<file path="config.mk">
export PLATFORM = sky130hd
export DESIGN_NAME = sap_control_sequencer_flat
export DESIGN_NICKNAME = d
export VERILOG_FILES = /design/src/rtl/sap_control_sequencer_if.sv /design/src/rtl/sap_control_sequencer.sv /design/src/flat_wrapper.sv
export SDC_FILE = /design/constraint.sdc
export NUM_CORES = 1
export LEC_CHECK = 0
export ABC_AREA = 1
export CAP_MARGIN = 0
export CORE_MARGIN = 2
export CORE_UTILIZATION = 42
export CTS_CLUSTER_SIZE = 8
export DETAILED_ROUTE_END_ITERATION = 12
export PLACE_DENSITY = 0.79
export SKIP_CTS_REPAIR_TIMING = 1
export SLEW_MARGIN = 0
export SYNTH_ARGS = -nofsm -noshare
export SYNTH_HDL_FRONTEND = slang
export SYNTH_SLANG_ARGS = --single-unit
</file>
<file path="constraint.sdc">
create_clock -name clk -period 2.5 [get_ports clk]
set_clock_uncertainty 0.1 [all_clocks]
set_input_delay 0.75 -clock clk [delete_from_list [all_inputs] [get_ports clk]]
set_output_delay 0.75 -clock clk [all_outputs]
set_load 0.02 [all_outputs]
</file>
<file path="src/rtl/sap_control_sequencer_if.sv">
// Control bundle between the SAP sequencer and the datapath: decode inputs in,
// bus-control strobes out.
interface sap_control_sequencer_if;
    logic       Enable;
    logic [3:0] Opcode;
    logic [1:0] Flags;
    logic       PCOut;
    logic       PCInc;
    logic       PCLoad;
    logic       MARIn;
    logic       RAMOut;
    logic       RAMIn;
    logic       IRIn;
    logic       IROut;
    logic       AIn;
    logic       AOut;
    logic       BIn;
    logic       ALUOut;
    logic [1:0] Operation;
    logic       FlagsIn;
    logic       OutIn;
    logic       Halt;
    logic [2:0] TState;

    modport master (
        input  Enable, Opcode, Flags,
        output PCOut, PCInc, PCLoad, MARIn, RAMOut, RAMIn, IRIn, IROut,
        output AIn, AOut, BIn, ALUOut, Operation, FlagsIn, OutIn, Halt, TState
    );

    modport slave (
        output Enable, Opcode, Flags,
        input  PCOut, PCInc, PCLoad, MARIn, RAMOut, RAMIn, IRIn, IROut,
        input  AIn, AOut, BIn, ALUOut, Operation, FlagsIn, OutIn, Halt, TState
    );
endinterface

</file>
<file path="src/rtl/sap_control_sequencer.sv">
// SAP fetch/decode/execute sequencer: T-state ring plus combinational strobe
// decode of (T-state, opcode, flags), with a sticky halt cleared only by reset.
module sap_control_sequencer #(
    parameter int unsigned NUM_T = 6
) (
    input  logic                           clk,
    input  logic                           rst,
    sap_control_sequencer_if.master        bus
);

    typedef enum logic [2:0] {StT0, StT1, StT2, StT3, StT4, StT5} tstate_e;

    localparam logic [3:0] OpNop = 4'b0000;
    localparam logic [3:0] OpLda = 4'b0001;
    localparam logic [3:0] OpAdd = 4'b0010;
    localparam logic [3:0] OpSub = 4'b0011;
    localparam logic [3:0] OpSta = 4'b0100;
    localparam logic [3:0] OpLdi = 4'b0101;
    localparam logic [3:0] OpJmp = 4'b0110;
    localparam logic [3:0] OpJc  = 4'b0111;
    localparam logic [3:0] OpJz  = 4'b1000;
    localparam logic [3:0] OpInc = 4'b1001;
    localparam logic [3:0] OpDcr = 4'b1010;
    localparam logic [3:0] OpOut = 4'b1110;
    localparam logic [3:0] OpHlt = 4'b1111;

    localparam logic [2:0] LastT = 3'(NUM_T - 1);

    tstate_e    state_q;
    logic       halted_q;
    logic [2:0] last_step;

    // Final execute step per opcode; everything not listed ends at T2.
    always_comb begin
        last_step = 3'd2;
        case (bus.Opcode)
            OpLda, OpSta: last_step = 3'd3;
            OpAdd, OpSub: last_step = 3'd4;
            default:      last_step = 3'd2;
        endcase
    end

    always_ff @(posedge clk or posedge rst) begin
        if (rst) begin
            state_q  <= StT0;
            halted_q <= 1'b0;
        end else if (halted_q) begin
            state_q <= StT0;
        end else if (bus.Enable) begin
            if (state_q == tstate_e'(LastT)) begin
                state_q <= StT0;
            end else if (state_q >= StT2 && state_q >= tstate_e'(last_step)) begin
                state_q <= StT0;
                if (state_q == StT2 && bus.Opcode == OpHlt) halted_q <= 1'b1;
            end else begin
                state_q <= tstate_e'(state_q + 3'd1);
            end
        end
    end

    assign bus.TState = state_q;
    assign bus.Halt   = halted_q;

    always_comb begin
        bus.PCOut     = 1'b0;
        bus.PCInc     = 1'b0;
        bus.PCLoad    = 1'b0;
        bus.MARIn     = 1'b0;
        bus.RAMOut    = 1'b0;
        bus.RAMIn     = 1'b0;
        bus.IRIn      = 1'b0;
        bus.IROut     = 1'b0;
        bus.AIn       = 1'b0;
        bus.AOut      = 1'b0;
        bus.BIn       = 1'b0;
        bus.ALUOut    = 1'b0;
        bus.Operation = 2'b00;
        bus.FlagsIn   = 1'b0;
        bus.OutIn     = 1'b0;
        // Reset is checked here too so strobes drop immediately, not at the edge.
        if (!rst && bus.Enable && !halted_q) begin
            case (state_q)
                StT0: begin
                    bus.PCOut = 1'b1;
                    bus.MARIn = 1'b1;
                end
                StT1: begin
                    bus.RAMOut = 1'b1;
                    bus.IRIn   = 1'b1;
                    bus.PCInc  = 1'b1;
                end
                StT2: begin
                    case (bus.Opcode)
                        OpLda, OpAdd, OpSub, OpSta: begin
                            bus.IROut = 1'b1;
                            bus.MARIn = 1'b1;
                        end
                        OpLdi: begin
                            bus.IROut = 1'b1;
                            bus.AIn   = 1'b1;
                        end
                        OpJmp: begin
                            bus.IROut  = 1'b1;
                            bus.PCLoad = 1'b1;
                        end
                        OpJc: begin
                            bus.IROut  = 1'b1;
                            bus.PCLoad = bus.Flags[0];
                        end
                        OpJz: begin
                            bus.IROut  = 1'b1;
                            bus.PCLoad = bus.Flags[1];
                        end
                        OpInc, OpDcr: begin
                            bus.ALUOut    = 1'b1;
                            bus.AIn       = 1'b1;
                            bus.FlagsIn   = 1'b1;
                            bus.Operation = (bus.Opcode == OpInc) ? 2'b10 : 2'b11;
                        end
                        OpOut: begin
                            bus.AOut  = 1'b1;
                            bus.OutIn = 1'b1;
                        end
                        default: ;
                    endcase
                end
                StT3: begin
                    case (bus.Opcode)
                        OpLda: begin
                            bus.RAMOut = 1'b1;
                            bus.AIn    = 1'b1;
                        end
                        OpAdd, OpSub: begin
                            bus.RAMOut = 1'b1;
                            bus.BIn    = 1'b1;
                        end
                        OpSta: begin
                            bus.AOut  = 1'b1;
                            bus.RAMIn = 1'b1;
                        end
                        default: ;
                    endcase
                end
                StT4: begin
                    if (bus.Opcode == OpAdd || bus.Opcode == OpSub) begin
                        bus.ALUOut    = 1'b1;
                        bus.AIn       = 1'b1;
                        bus.FlagsIn   = 1'b1;
                        bus.Operation = (bus.Opcode == OpSub) ? 2'b01 : 2'b00;
                    end
                end
                default: ;
            endcase
        end
    end

    logic unused_nop;
    assign unused_nop = (OpNop == 4'b0000);

endmodule

</file>
<file path="src/flat_wrapper.sv">
// flat-port wrapper written by rule: the top's interface ports become plain ports
module sap_control_sequencer_flat 
#(
    parameter int unsigned NUM_T = 6
)
  (clk, rst, bus_Enable, bus_Opcode, bus_Flags, bus_PCOut, bus_PCInc, bus_PCLoad, bus_MARIn, bus_RAMOut, bus_RAMIn, bus_IRIn, bus_IROut, bus_AIn, bus_AOut, bus_BIn, bus_ALUOut, bus_Operation, bus_FlagsIn, bus_OutIn, bus_Halt, bus_TState);
  sap_control_sequencer_if bus_i ();
  input  logic clk;
  input  logic rst;
  input wire logic [$bits(bus_i.Enable)-1:0] bus_Enable;
  input wire logic [$bits(bus_i.Opcode)-1:0] bus_Opcode;
  input wire logic [$bits(bus_i.Flags)-1:0] bus_Flags;
  output wire logic [$bits(bus_i.PCOut)-1:0] bus_PCOut;
  output wire logic [$bits(bus_i.PCInc)-1:0] bus_PCInc;
  output wire logic [$bits(bus_i.PCLoad)-1:0] bus_PCLoad;
  output wire logic [$bits(bus_i.MARIn)-1:0] bus_MARIn;
  output wire logic [$bits(bus_i.RAMOut)-1:0] bus_RAMOut;
  output wire logic [$bits(bus_i.RAMIn)-1:0] bus_RAMIn;
  output wire logic [$bits(bus_i.IRIn)-1:0] bus_IRIn;
  output wire logic [$bits(bus_i.IROut)-1:0] bus_IROut;
  output wire logic [$bits(bus_i.AIn)-1:0] bus_AIn;
  output wire logic [$bits(bus_i.AOut)-1:0] bus_AOut;
  output wire logic [$bits(bus_i.BIn)-1:0] bus_BIn;
  output wire logic [$bits(bus_i.ALUOut)-1:0] bus_ALUOut;
  output wire logic [$bits(bus_i.Operation)-1:0] bus_Operation;
  output wire logic [$bits(bus_i.FlagsIn)-1:0] bus_FlagsIn;
  output wire logic [$bits(bus_i.OutIn)-1:0] bus_OutIn;
  output wire logic [$bits(bus_i.Halt)-1:0] bus_Halt;
  output wire logic [$bits(bus_i.TState)-1:0] bus_TState;
  assign bus_i.Enable = bus_Enable;
  assign bus_i.Opcode = bus_Opcode;
  assign bus_i.Flags = bus_Flags;
  assign bus_PCOut = bus_i.PCOut;
  assign bus_PCInc = bus_i.PCInc;
  assign bus_PCLoad = bus_i.PCLoad;
  assign bus_MARIn = bus_i.MARIn;
  assign bus_RAMOut = bus_i.RAMOut;
  assign bus_RAMIn = bus_i.RAMIn;
  assign bus_IRIn = bus_i.IRIn;
  assign bus_IROut = bus_i.IROut;
  assign bus_AIn = bus_i.AIn;
  assign bus_AOut = bus_i.AOut;
  assign bus_BIn = bus_i.BIn;
  assign bus_ALUOut = bus_i.ALUOut;
  assign bus_Operation = bus_i.Operation;
  assign bus_FlagsIn = bus_i.FlagsIn;
  assign bus_OutIn = bus_i.OutIn;
  assign bus_Halt = bus_i.Halt;
  assign bus_TState = bus_i.TState;
  sap_control_sequencer #(.NUM_T(NUM_T)) u_core (.clk(clk), .rst(rst), .bus(bus_i));
endmodule
</file>
==> metrics.cfg <==
[drt]
initialDrtViolationCount=43
vias_per_cell=5.71
first_pass_iters=5
routed_wl_mm=2.99
route.detailed.drc=0
antenna_left=0
drt-wirelength-per-cell_um=16.5
dr_total_vias=1034

[critical_path]
criticalPathCategory=in2out
r2r_cells=9
rrSetupSlack_ps=860
critPathArrivalTime_ps=1660
cp-end-kind=primary output
start_kind=input pin
crit_required_ps=1650
path_max_fanout=5
reg2reg_from=u_core.bus.TState[0]
worst_r2r_endpoint=u_core.bus.TState[2]

[clock_network]
clk_pin_slew_worst_paths_ps=40
cts_buffers=3
clock_path_buffers=2
cts_tree=built
clk_latency_ps=250
cts_sinks=4
ctsRootBufferMaster=clkbuf_4
cts_htree_levels=1

[global_route]
grt_pass1_vias=859
grt_pass1_wl_mm=3.45
grt-ovfl-total=0
antenna_found_initial=0
grt_util_all_layers=0.229
grt_max_degree=8

[layout]
nNetsFinal=184
drive_gt1_frac=0.552
diodes=0
multi_input_area_um2=638
area_growth_pct=92.8
post-route-util=0.880
layout_common_cells=30 x buf_4, 24 x nand2_1, 9 x nor2_1
seq_area_um2=101
fillers=81
final_common_cell=buf_4
fin_area_um2=1340

[floorplanning]
num_rows=14
io-pin-count=29
fp.dieArea_um2=2000
die_w_um=44.7
core_area_um2=1520
start_util=0.456
die_h_um=44.7

[power_and_ir_drop]
p_per_area_nw_per_um2=170
power_w=0.000228
p_leak_nw=0.729
irDropWorstVdd_mv=0.274

[timing]
drv_slew=0
setup_violations=1
finalCritPeriodShare=1.01
fin_crit_ps=2510
finalHoldViolCount=0
fmax_mhz=398
maxSlewHeadroom=0.834
worst_pin_slew_ps=249
layout_setup_ws_ps=-13.3
whs_ps=380

[logic_synthesis]
synth_nets=125
ys_warn_count=0
synth.distinct_cells=24
syn_area_um2=696
yosysSeqAreaShare=0.144
synth_seq_cells=4
postSynthAreaPerCell_um2=6.44
synthCells=108

[worst_hold_path]
hp-class=in2async

[placement]
dp_hpwl_mm=1.77
io_buffers=28
dpl-instance-area_um2=1160
place.gp.congestion=0.846

[run_status]
violations=setup timing
status=finished, violations left

[flow_run]
cap_violations=0

==> worst max-delay path, cell delays in order <==
cell and delay [ps]:
buf_12 120, nor2_4 160, nand2_2 110, inv_4 90
nand2_2 50, a31oi_1 180, buf_2 200
==> registers in the layout, summed over array words and instances (netlist names) <==
| register | count |
|---|---|
| u_core.bus.TState | 3 |
| u_core.bus.Halt | 1 |
==> final cells by class <==
cell class	count	area share
inverter	17	0.0513
clock buffer	3	0.0168
tap	16	0.0149
timing repair buffer	56	0.366
multi-input combinational	85	0.476
sequential	4	0.0756
==> layer usage <==
| layer | vias to the layer above | part of all wire | wire length, um | GRT usage |
|---|---|---|---|---|
| met4 | 0 | 0.074 | 220 | 0.0667 |
| met1 | 463 | 0.34 | 1020 | 0.249 |
| met3 | 32 | 0.081 | 242 | 0.0240 |
| met2 | 79 | 0.50 | 1500 | 0.455 |
| li1 | 460 | - | - | - |
| met5 | - | 0 | 0 | 0 |
==> metrics by stage <==
step / cells / TNS [ps] / setup WS (ps)
after floorplan: 108 / -5.62 / -5.62
after global placement: 172 / -12880 / -915
after detailed placement: 172 / -13980 / -1020
after CTS: 175 / -13130 / -1020
after global routing: 181 / -159 / -48.6
final: 181 / -13.3 / -13.3
==> synth_stat cells, drive strengths merged <==
| cell type | instances | area share |
|---|---|---|
| nand3b | 1 | 0.011 |
| o21ai | 4 | 0.034 |
| a31oi | 1 | 0.0090 |
| nand4 | 1 | 0.0090 |
| nand3 | 11 | 0.11 |
| dfrtp | 4 | 0.14 |
| ha | 8 | 0.14 |
| nand2 | 32 | 0.19 |
| inv | 17 | 0.095 |
| o22ai | 1 | 0.0090 |
| a21oi | 4 | 0.040 |
| nor3 | 1 | 0.0072 |
| nor2 | 21 | 0.17 |
| buf | 2 | 0.022 |
==> worst max path at each step <==
stage / start / to / slack, ps / cells after the start
after floorplan: rst / bus_AOut / -6 / 7
after global placement: bus_Opcode[3] / bus_AIn / -910 / 8
after detailed placement: bus_Opcode[3] / bus_AIn / -1020 / 8
after CTS: bus_Opcode[3] / bus_AIn / -1020 / 8
after global routing: bus_Enable / bus_AOut / -50 / 8
final: bus_Opcode[3] / bus_RAMOut / -10 / 7
==> cell families (layout without fill, tap and decap cells) <==
family          Yosys count  in the layout  synth area share
fa+ha+maj                 8              8             0.144
buf+inv                  19             76             0.117
simple gates             67             67             0.504
flops                     4              4             0.144
compound gates           10             10            0.0917
==> report_power, final <==
part / internal (W) / switching (W) / leakage, nW
logic: 0.0000368 / 0.0000423 / 0.666
clock network: 0.0000539 / 0.0000295 / 0.0138
registers: 0.0000651 / 0 / 0.0490
No activity file was read; power rests on OpenSTA's default activity.
